File: src/rtl/mem_arbiter_pkg.sv
// Shared definitions for the mem_arbiter slice: channel limit, FSM state type
// and the helper that sizes the grant index.
// Optional feature macro: MEM_ARBITER_RR_EN (round-robin policy, used by mem_arbiter).
package mem_arbiter_pkg;

    localparam int ARB_NCH_MAX = 8;

    typedef enum logic [0:0] {
        IDLE = 1'b0,
        BUSY = 1'b1
    } arb_state_type;

    // Width of an index into n channels; never below one bit so NCH=1 still has a grant register.
    function automatic int clog2(input int n);
        int w;
        w = 1;
        while ((1 << w) < n) begin
            w = w + 1;
        end
        return w;
    endfunction

endpackage

File: src/rtl/mem_arbiter_arb_pick.sv
// arb_pick: combinational find-first-set over a request mask. The scan starts at
// i_ptr and wraps from NCH-1 back to 0, so a zero pointer gives plain
// lowest-index-wins priority.
// Optional feature macro: MEM_ARBITER_RR_EN (only affects the pointer fed in by mem_arbiter).
module arb_pick
    import mem_arbiter_pkg::*;
#(
    parameter int NCH = 2,
    parameter int IW  = clog2(NCH)
) (
    input  logic [NCH-1:0] i_req,
    input  logic [IW-1:0]  i_ptr,
    output logic           o_found,
    output logic [IW-1:0]  o_idx
);

    // Walk the channels in rotated order and keep only the first one that requests.
    always_comb begin
        o_found = 1'b0;
        o_idx   = '0;
        for (int k = 0; k < NCH; k++) begin
            if (!o_found && i_req[(int'(i_ptr) + k) % NCH]) begin
                o_found = 1'b1;
                o_idx   = IW'((int'(i_ptr) + k) % NCH);
            end
        end
    end

endmodule

File: src/rtl/mem_arbiter.sv
// mem_arbiter: merges NCH valid/ready request ports onto one shared memory port.
// A registered grant selects which channel's fields drive the memory port; on
// completion the arbiter re-arbitrates among the other channels in the same
// cycle so queued requests follow without a bubble.
// Optional feature macro: MEM_ARBITER_RR_EN selects round-robin arbitration;
// without it the lowest requesting index always wins.
module mem_arbiter
    import mem_arbiter_pkg::*;
#(
    parameter int NCH    = 2,
    parameter int ADDR_W = 32,
    parameter int DATA_W = 32
) (
    input  logic                       rst,
    input  logic                       clk,
    input  logic [NCH-1:0]             m_valid,
    input  logic [NCH-1:0]             m_instr,
    input  logic [NCH*ADDR_W-1:0]      m_addr,
    input  logic [NCH*DATA_W-1:0]      m_wdata,
    input  logic [NCH*(DATA_W/8)-1:0]  m_wstrb,
    output logic [DATA_W-1:0]          m_rdata,
    output logic [NCH-1:0]             m_ready,
    output logic                       mem_valid,
    output logic                       mem_instr,
    output logic [ADDR_W-1:0]          mem_addr,
    output logic [DATA_W-1:0]          mem_wdata,
    output logic [DATA_W/8-1:0]        mem_wstrb,
    input  logic [DATA_W-1:0]          mem_rdata,
    input  logic                       mem_ready
);

    localparam int IW = clog2(NCH);
    localparam int SW = DATA_W / 8;

    arb_state_type   r_state;
    logic [IW-1:0]   r_gnt;
    logic [NCH-1:0]  w_gntOneHot;
    logic            w_complete;
    logic [NCH-1:0]  w_req;
    logic [IW-1:0]   w_ptr;
    logic            w_found;
    logic [IW-1:0]   w_pick;

    assign w_gntOneHot = NCH'(1) << r_gnt;
    assign w_complete  = (r_state == BUSY) && mem_ready;

    // The channel that just completed is masked so it cannot win twice in a row
    // while it is still (legally) holding m_valid during its completion cycle.
    assign w_req = w_complete ? (m_valid & ~w_gntOneHot) : m_valid;

`ifdef MEM_ARBITER_RR_EN
    logic [IW-1:0] r_rrPtr;
    logic [IW-1:0] w_gntNext;

    assign w_gntNext = (r_gnt == IW'(NCH - 1)) ? '0 : r_gnt + IW'(1);
    assign w_ptr     = w_complete ? w_gntNext : r_rrPtr;

    // The round-robin pointer moves just past each channel as it completes.
    always_ff @(posedge clk or negedge rst) begin
        if (!rst) begin
            r_rrPtr <= '0;
        end else if (w_complete) begin
            r_rrPtr <= w_gntNext;
        end
    end
`else
    assign w_ptr = '0;
`endif

    arb_pick #(
        .NCH (NCH),
        .IW  (IW)
    ) u_pick (
        .i_req   (w_req),
        .i_ptr   (w_ptr),
        .o_found (w_found),
        .o_idx   (w_pick)
    );

    // Grant FSM: latch a winner from IDLE, and on completion either hand over
    // directly to the next requester or fall back to IDLE.
    always_ff @(posedge clk or negedge rst) begin
        if (!rst) begin
            r_state <= IDLE;
            r_gnt   <= '0;
        end else begin
            case (r_state)
                IDLE: begin
                    if (w_found) begin
                        r_state <= BUSY;
                        r_gnt   <= w_pick;
                    end
                end
                BUSY: begin
                    if (mem_ready) begin
                        if (w_found) begin
                            r_gnt <= w_pick;
                        end else begin
                            r_state <= IDLE;
                        end
                    end
                end
                default: begin
                    r_state <= IDLE;
                end
            endcase
        end
    end

    // Shared port is driven from the granted channel only while BUSY, and held at zero otherwise.
    always_comb begin
        mem_valid = 1'b0;
        mem_instr = 1'b0;
        mem_addr  = '0;
        mem_wdata = '0;
        mem_wstrb = '0;
        if (r_state == BUSY) begin
            mem_valid = 1'b1;
            mem_instr = m_instr[r_gnt];
            mem_addr  = m_addr[int'(r_gnt) * ADDR_W +: ADDR_W];
            mem_wdata = m_wdata[int'(r_gnt) * DATA_W +: DATA_W];
            mem_wstrb = m_wstrb[int'(r_gnt) * SW +: SW];
        end
    end

    assign m_ready = w_complete ? w_gntOneHot : '0;
    assign m_rdata = mem_rdata;

endmodule

File: config.mk
export PLATFORM = sky130hd
export DESIGN_NAME = mem_arbiter
export DESIGN_NICKNAME = d
export VERILOG_FILES = /design/src/rtl/mem_arbiter_pkg.sv /design/src/rtl/mem_arbiter_arb_pick.sv /design/src/rtl/mem_arbiter.sv
export SDC_FILE = /design/constraint.sdc
export NUM_CORES = 1
export LEC_CHECK = 0
export CAP_MARGIN = 5
export CORE_AREA = 2 2 107 109
export CTS_CLUSTER_DIAMETER = 80
export CTS_CLUSTER_SIZE = 8
export DETAILED_ROUTE_END_ITERATION = 8
export DIE_AREA = 0 0 109 111
export DONT_BUFFER_PORTS = 1
export PLACE_DENSITY = 0.35
export SLEW_MARGIN = 20
export SYNTH_ARGS = -nofsm -noshare
export SYNTH_HDL_FRONTEND = slang
export SYNTH_SLANG_ARGS = --single-unit
export TNS_END_PERCENT = 5
File: constraint.sdc
create_clock -name clk -period 2.59 [get_ports clk]
set_input_delay 0.518 -clock clk [delete_from_list [all_inputs] [get_ports clk]]
set_output_delay 0.518 -clock clk [all_outputs]
set_load 0.03 [all_outputs]
# Word level (Yosys, flattened, before mapping)
# Cells that the tools add are included.
dict set report op_classes {
  n_lt_le_gt_ge 1
  eq_ne 1
  shifts 4
  muxes 18
  n_bitwise 3
  reduce_logical 3
}
# cell count
set ops {}
lappend ops {{indexed part select 64 x 7 -> 32 bit} 2}
lappend ops {{2-to-1 mux 32 bit} 2}
lappend ops {{2-to-1 mux 1 bit} 11}
lappend ops {{indexed part select 8 x 4 -> 4 bit} 1}
lappend ops {{2-to-1 mux 2 bit} 2}
lappend ops {{2-to-1 mux 4 bit} 1}
lappend ops {{case mux 1 bit (2 select lines)} 2}
lappend ops {{bitwise AND 2 bit} 1}
lappend ops {{logical AND 1 bit} 2}
lappend ops {{< comparator 1 x 2 -> 1 bit, second input constant} 1}
lappend ops {{!= test 2 bit, second input constant} 1}
lappend ops {{NOT 2 bit} 1}
lappend ops {{<< shifter 1 x 1 -> 2 bit, first input constant} 1}
lappend ops {{zero test 1 bit} 1}
lappend ops {{NOT 1 bit} 1}
dict set report word_totals {
  register_bits 2
  in_bits 175
  output_inout_bits 104
}

# Depth between registers and ports, before layout
# Gate-level depths: netlist (run 1).
dict set report logic_depth {
  ltp_word 11
  depth_mapped 5
  ltp_nobuf 3
}

# Hierarchy
# From an unflattened synthesis (run 1), not the netlist that was laid out.
dict set report hier_totals {
  hier_cells 201
  area_unflattened_um2 1644.1
}
# mod n_inst cells_per_inst area_per_inst_um2 seq_area_each_um2
set by_module_without_submodules {}
lappend by_module_without_submodules {mem_arbiter 1 198 1626.6 50.0}
lappend by_module_without_submodules {arb_pick 1 3 17.5 0.0}

# Worst setup path before layout (run 1)
# Ideal clock, no wire load.
dict set report synth_path {
  kind {register to output}
  start {reg r_state}
  end {out mem_addr[0]}
  arrival_ns 1.430
  t_required_ns 2.072
  slack_ns 0.642
  path_stages_with_launch 4
  path_buffers 2
  cell_sequence {dfrtp_1 > buf_2 > clkbuf_1 > nor2b_1}
}
dict set report synth_between {
  elab_chain_len 1
}
# element line
set synth_rtl {}
lappend synth_rtl {{start, declared} mem_arbiter.sv:35} ;# arb_state_type r_state;
lappend synth_rtl {{start signal, assigned} mem_arbiter.sv:84} ;# r_state <= IDLE;
lappend synth_rtl {{start signal, assigned} mem_arbiter.sv:90} ;# r_state <= BUSY;
lappend synth_rtl {{start signal, assigned} mem_arbiter.sv:99} ;# r_state <= IDLE;
lappend synth_rtl {{2-to-1 mux 32 bit} mem_arbiter.sv:117} ;# if (r_state == BUSY) begin
lappend synth_rtl {{end, declared} mem_arbiter.sv:25} ;# output logic [ADDR_W-1:0] mem_addr,
# Every way passes these cells.

# Worst setup path in the final report (run 1)
dict set report layout_path {
  start {reg r_gnt}
  end {out mem_addr[16]}
}
dict set report layout_between {
  elab_chain_len 2
}
# element line
set layout_rtl {}
lappend layout_rtl {{start, declared} mem_arbiter.sv:36} ;# logic [IW-1:0] r_gnt;
lappend layout_rtl {{start signal, assigned} mem_arbiter.sv:91} ;# r_gnt <= w_pick;
lappend layout_rtl {{start signal, assigned} mem_arbiter.sv:97} ;# r_gnt <= w_pick;
lappend layout_rtl {{indexed part select 64 x 7 -> 32 bit} mem_arbiter.sv:120} ;# mem_addr = m_addr[int'(r_gnt) * ADDR_W +: ADDR_W];
lappend layout_rtl {{2-to-1 mux 32 bit} mem_arbiter.sv:117}
# Every way passes these cells.

==> results of run 1 <==
[per-stage QoR]
step	std cells	power [W]
2_1_floorplan	198	0.001350
3_3_place_gp	338	0.001514
3_5_place_dp	338	0.001517
4_1_cts	342	0.001750
5_1_grt	342	0.001831
6_report	342	0.001728
[logic make-up (layout without fill, tap and decap cells)]
group	Yosys count	in the layout
compound gates	3	3
buf+inv	48	49
flops	2	2
mux	70	70
simple gates	75	75
[flip-flops by register name (all words and copies together), names as in the netlist]
register  count
r_gnt         1
r_state       1
[report_power, final]
| part | switching (W) | internal, W | total, W |
|---|---|---|---|
| clock network | 0.0000326 | 0.000196 | 0.000229 |
| registers | 0.0000967 | 0.0000410 | 0.000138 |
| logic | 0.000841 | 0.000520 | 0.00136 |
| total | 0.000971 | 0.000757 | 0.00173 |
[path summary, 6_finish.rpt]
check                      slack, ps         startpoint                end  cells after the start
max                              160  r_gnt$_DFFE_PN0P_       mem_addr[16]                      4
min                              390         m_valid[0]  r_gnt$_DFFE_PN0P_                      1
max reg2reg                      830  r_gnt$_DFFE_PN0P_  r_state$_DFF_PN0_                      3
min reg2reg                      850  r_state$_DFF_PN0_  r_gnt$_DFFE_PN0P_                      2
max in group asynchronous       1920                rst  r_gnt$_DFFE_PN0P_                      1
min in group asynchronous        530                rst  r_state$_DFF_PN0_                      1
[layout by cell type, fill, tap and decap left out]
| cell | instances |
|---|---|
| a21oi_1 | 2 |
| and3_1 | 1 |
| buf_12 | 1 |
| buf_4 | 44 |
| clkbuf_16 | 3 |
| dfrtp_2 | 1 |
| dfrtp_4 | 1 |
| dlygate4sd3_1 | 1 |
| mux2_1 | 1 |
| mux2i_1 | 69 |
| nand2_1 | 3 |
| nand2b_1 | 1 |
| nor2_1 | 1 |
| nor2b_1 | 69 |
| o32a_1 | 1 |
[final cells by class]
| class | instances | share of cell area |
|---|---|---|
| well taps | 143 | 0.09669 |
| clock buffers | 3 | 0.04057 |
| multi-input cells | 148 | 0.6383 |
| flip-flops and latches | 2 | 0.02975 |
| repair buffers | 46 | 0.1947 |
[metal layers]
layer	up-vias	global-route usage	part of all wire
met5	-	0	0
met4	0	0.02650	0.016
met3	10	0.02116	0.14
met2	153	0.1528	0.58
met1	571	0.04380	0.26
li1	631	-	-
[worst reg2reg max path: cells and delay by family, from the launching register on]
family / cells / cell delay [ps]
mux: 1 / 370
flops: 1 / 770
buf+inv: 1 / 320
compound gates: 1 / 170
[repair_timing]
| item | CTS | global route |
|---|---|---|
| hold buffers | 1 | 0 |
| endpoints found under the hold margin | 2 | 0 |
| buffers inserted | 0 | 0 |
==> flow_metrics.env, run 1 <==
export IMPL_status="finished, final reports clean"
export IMPL_wl_um=4773
export IMPL_num_vias=1365
export IMPL_synth_area_um2=1609
export IMPL_gp_congestion=0.7558
export IMPL_dr_pass1_iters=4
export IMPL_ys_flop_type="dfrtp_1"
export IMPL_synth_compound_area_frac=0.01244
export IMPL_start_util=0.1453
export IMPL_synthAdderAreaFrac=0
export IMPL_cp_slowest_cell="dfrtp_4"
export IMPL_finalInstanceArea_um2=1851
export IMPL_synth_top_area_cell="mux2i_1"
export IMPL_synth_top_family_by_area="multiplexers"
export IMPL_pin_count=279
export IMPL_cts_path_max_buffers=2
export IMPL_period_minus_slack_ps=2433
export IMPL_grt_total_usage=0.06720
export IMPL_port_buffers=0
export IMPL_htree_levels=1
export IMPL_cts_buffers=3
export IMPL_die_w_um=109
export IMPL_p_per_area_nw_per_um2=933.8
export IMPL_synth_avg_cell_area_um2=8.126
export IMPL_overflow=0
export IMPL_nFillCells=1270
export IMPL_post_route_util=0.1671
export IMPL_max_slew_margin_rel=0.6022
export IMPL_place_ws_ps=372.7
export IMPL_final_setup_tns_ps=0
export IMPL_fmax_mhz=411.0
export IMPL_cts_sinks=2
export IMPL_max_cap_violations=0
export IMPL_peakVddDrop_mv=0.2369
export IMPL_final_setup_viol_count=0
export IMPL_antenna_cells=0
export IMPL_seqCellArea_um2=55.05
export IMPL_rows=39
export IMPL_crit_type="flop to output port"
export IMPL_critPathLaunchType="flop"
export IMPL_area_delta_synth_final_pct=15.01
export IMPL_path_cells="buf_12, mux2i_1, nor2b_1, buf_4"
export IMPL_seq_area_frac_synth=0.03110
export IMPL_synth_xor_area_share=0
export IMPL_wl_per_cell_um=13.96
export IMPL_synthMuxAreaShare=0.4362
export IMPL_drv_slew=0
export IMPL_post_synth_main_area_contributors="mux2i_1 43%, nor2b_1 27%, buf_4 15%, buf_8 4.7%, dfrtp_1 3.1%"
export IMPL_fin_skew_ps=0.8381
export IMPL_synth_warnings=0
export IMPL_hold_path_class="primary input to flop"
export IMPL_dr_first_iter_drc_count=7
export IMPL_cpLargestDelayFamily="flip-flops"
export IMPL_grt_max_degree=42
export IMPL_synth_fp_nets=373
export IMPL_ant_nets=0
export IMPL_cts_root_buf="clkbuf_16"
export IMPL_async_flop_share=1.000
export IMPL_netlist_top_cells_count="69 x mux2i_1, 69 x nor2b_1, 33 x buf_4, 6 x clkbuf_1, 5 x buf_8"
export IMPL_clock_latency_ps=220
export IMPL_grt_antenna_before_repair=0
export IMPL_critPathRequiredTime_ps=2070
export IMPL_netlist_area_leader_share=0.4292
export IMPL_rsz0062_at_grt="false"
export IMPL_worst_pin_slew_ps=595.4
export IMPL_critPathMaxStageDelay_ps=770
export IMPL_hold_ws_ps=387.1
export IMPL_synth_cell_types=15
export IMPL_placed_area_um2=1765
export IMPL_post_cts_resized=0
export IMPL_cts_tree="yes"
export IMPL_die_h_um=111
export IMPL_crit_fanout=41
export IMPL_netlist_instances=198
export IMPL_path_buf_inv=2
export IMPL_fin_crit_sh=0.9394
export IMPL_grt_pass1_vias=1279
export IMPL_ys_ff_latch=2
export IMPL_dieArea_um2=12100
export IMPL_critPathCaptureType="output port"
export IMPL_grt_pass1_wl_um=6189
export IMPL_setup_slack_ps=157.0
export IMPL_multi_input_area_um2=1181
export IMPL_leakagePower_nw=0.8857
export IMPL_core_um2=11080
export IMPL_drc_errors=0
export IMPL_synth_edf_count=0
export IMPL_synthSimpleGateAreaFrac=0.2854
export IMPL_cp_data_arrival_time_ps=1920
export IMPL_clk_pin_slew_ps=30
export IMPL_hold_viol_final=0
export IMPL_vias_per_cell=3.991
export IMPL_drive_gt1_frac=0.2513
export IMPL_nNetsFinal=376
Power figures use the tool's default switching activity.
==> inputs of run 2 (changes only) <==
==> constraint.sdc (replaced) <==
create_clock -name clk -period 2.59 [get_ports clk]
set_input_delay 0.518 -clock clk [delete_from_list [all_inputs] [get_ports clk]]
set_output_delay 0.518 -clock clk [all_outputs]
set_load 0.01 [all_outputs]
==> run 2 against run 1 <==
Effect of this change:
- power decreased by 37%
- clock power about the same
- via count is 10% lower
- highest routed layer unchanged
- combinational power fell by 48%
- worst hold slack barely moved
- sequential share of layout area up 0.65 points
- core utilization fell by 3.0 points
- cell area is 18% lower
- flip-flop and latch count stayed put
- final cell count shrank 13%
- wire length down 8.6%
- critical path type unchanged
- largest cell class unchanged
- clock skew grew 1.4 ps
==> flow_metrics.env, run 2 (synthesis results as in run 1) <==
export IMPL_clk_pin_slew_ps=30
export IMPL_ant_nets=0
export IMPL_area_delta_synth_final_pct=-5.521
export IMPL_wl_um=4364
export IMPL_fmax_mhz=431.9
export IMPL_grt_pass1_vias=1112
export IMPL_num_vias=1228
export IMPL_wl_per_cell_um=14.64
export IMPL_max_cap_violations=0
export IMPL_max_slew_margin_rel=0.3379
export IMPL_antenna_cells=0
export IMPL_start_util=0.1453
export IMPL_crit_type="flop to output port"
export IMPL_peakVddDrop_mv=0.2520
export IMPL_rr_endpoint="r_state$_DFF_PN0_"
export IMPL_post_cts_resized=0
export IMPL_final_setup_viol_count=0
export IMPL_dr_first_iter_drc_count=23
export IMPL_leakagePower_nw=0.6679
export IMPL_core_um2=11080
export IMPL_r2r_cells=3
export IMPL_path_buf_inv=1
export IMPL_rrSetupSlack_ps=770
export IMPL_htree_levels=1
export IMPL_hold_viol_final=0
export IMPL_reg_top3="r_gnt: 1 flops, r_state: 1 flops"
export IMPL_placed_cells=294
export IMPL_port_buffers=0
export IMPL_cts_buffers=3
export IMPL_drv_slew=0
export IMPL_die_h_um=111
export IMPL_cts_tree="yes"
export IMPL_drc_errors=0
export IMPL_fin_skew_ps=2.193
export IMPL_path_cells="buf_12, mux2i_1, nor2b_1"
export IMPL_critPathCaptureType="output port"
export IMPL_cp_data_arrival_time_ps=1800
export IMPL_final_setup_tns_ps=0
export IMPL_post_cts_buffers=0
export IMPL_gp_congestion=0.7652
export IMPL_holdPathEnd="r_gnt$_DFFE_PN0P_"
export IMPL_grt_antenna_before_repair=0
export IMPL_grt_pass1_wl_um=5540
export IMPL_clock_latency_ps=220
export IMPL_critPathRequiredTime_ps=2070
export IMPL_dr_pass1_iters=3
export IMPL_ctsHoldBuffers=1
export IMPL_nNetsFinal=332
export IMPL_cp_slowest_cell="dfrtp_4"
export IMPL_rsz0062_at_grt="false"
export IMPL_r2r_start="r_gnt$_DFFE_PN0P_"
export IMPL_cts_sinks=2
export IMPL_hold_depth=1
export IMPL_fin_crit_sh=0.8939
export IMPL_stdcell_count=298
export IMPL_critPathMaxStageDelay_ps=770
export IMPL_min_delay_start="m_valid[0]"
export IMPL_status="finished, final reports clean"
export IMPL_crit_fanout=41
export IMPL_rows=39
export IMPL_dieArea_um2=12100
export IMPL_pin_count=279
export IMPL_cpLargestDelayFamily="flip-flops"
export IMPL_overflow=0
export IMPL_hold_path_class="primary input to flop"
export IMPL_grt_total_usage=0.06107
export IMPL_cts_path_max_buffers=2
export IMPL_worst_pin_slew_ps=993.2
export IMPL_p_per_area_nw_per_um2=714.6
export IMPL_drive_gt1_frac=0.03871
export IMPL_cts_root_buf="clkbuf_16"
export IMPL_grt_max_degree=76
export IMPL_critPathLaunchType="flop"
export IMPL_mostFrequentLayoutCells="69 x mux2i_1, 69 x nor2b_1, 3 x nand2_1, 3 x clkbuf_16, 2 x a21oi_1"
export IMPL_period_minus_slack_ps=2315
export IMPL_die_w_um=109
export IMPL_vias_per_cell=4.121
==> run 2: cell count changes in the layout (fill, tap and decap cells not counted) <==
cell   previous run  this run
buf_4            44         0
==> run 2: through the flow <==
| step | hold WS (ps) | setup WS, ps | total power [W] | util | cell area, um^2 |
|---|---|---|---|---|---|
| after floorplan | 222.4 | 1061 | 0.0009021 | - | 1609 |
| final | 386.8 | 274.8 | 0.001086 | 0.1372 | 1520 |
| after CTS | 386.8 | 256.5 | 0.001110 | 0.1372 | 1520 |
| after global routing | 387.6 | 173.4 | 0.001177 | 0.1372 | 1520 |
| after global placement | 222.5 | 503.6 | 0.0008642 | 0.1296 | 1435 |
| after detailed placement | 222.5 | 496.3 | 0.0008750 | 0.1296 | 1435 |
==> run 2: power breakdown <==
group          internal (W)  leakage [nW]  switching [W]
Sequential        0.0000404        0.0202       0.000117
Clock              0.000196        0.0370      0.0000321
Combinational      0.000326         0.611       0.000375
==> run 2: worst register-to-register path, cell delays in order, from the launching register on <==
cell and delay (ps):
dfrtp_4 770, buf_12 350, mux2_1 410, o32a_1 160
==> run 2: area by class of cell <==
cell class / instances / area, um^2
fillers: 1258 / 9557
multi-input cells: 148 / 1181
well taps: 143 / 178.9
clock buffers: 3 / 75.07
flip-flops and latches: 2 / 55.05
repair buffers: 2 / 30.03
==> run 2: how the worst max path moves through the flow <==
stage,startpoint,cells after the start,end
6_report,r_gnt$_DFFE_PN0P_,3,mem_addr[15]
2_1_floorplan,r_state$_DFF_PN0_,3,mem_addr[0]
3_5_place_dp,r_gnt$_DFFE_PN0P_,3,mem_addr[15]
5_1_grt,r_gnt$_DFFE_PN0P_,3,mem_addr[15]
4_1_cts,r_gnt$_DFFE_PN0P_,3,mem_addr[15]
3_3_place_gp,r_gnt$_DFFE_PN0P_,3,mem_addr[16]
==> run 2: metal layers <==
| layer | vias to the layer above | wire length (um) | track usage |
|---|---|---|---|
| met4 | 0 | 75 | 0.02137 |
| met1 | 529 | 1133 | 0.04557 |
| met5 | - | 0 | 0 |
| li1 | 539 | - | - |
| met2 | 150 | 2529 | 0.1329 |
| met3 | 10 | 626 | 0.01999 |
==> inputs of run 3 (changes only) <==
--- a/config.mk
+++ b/config.mk
@@ -5,6 +5,7 @@
 export SDC_FILE = /design/constraint.sdc
 export NUM_CORES = 1
 export LEC_CHECK = 0
+export ABC_CLOCK_PERIOD_IN_PS = 2590
 export CAP_MARGIN = 5
 export CORE_AREA = 2 2 107 109
 export CTS_CLUSTER_DIAMETER = 80
==> results of run 3 <==
The final DEF is identical to that of run 2; final timing and power are the same.
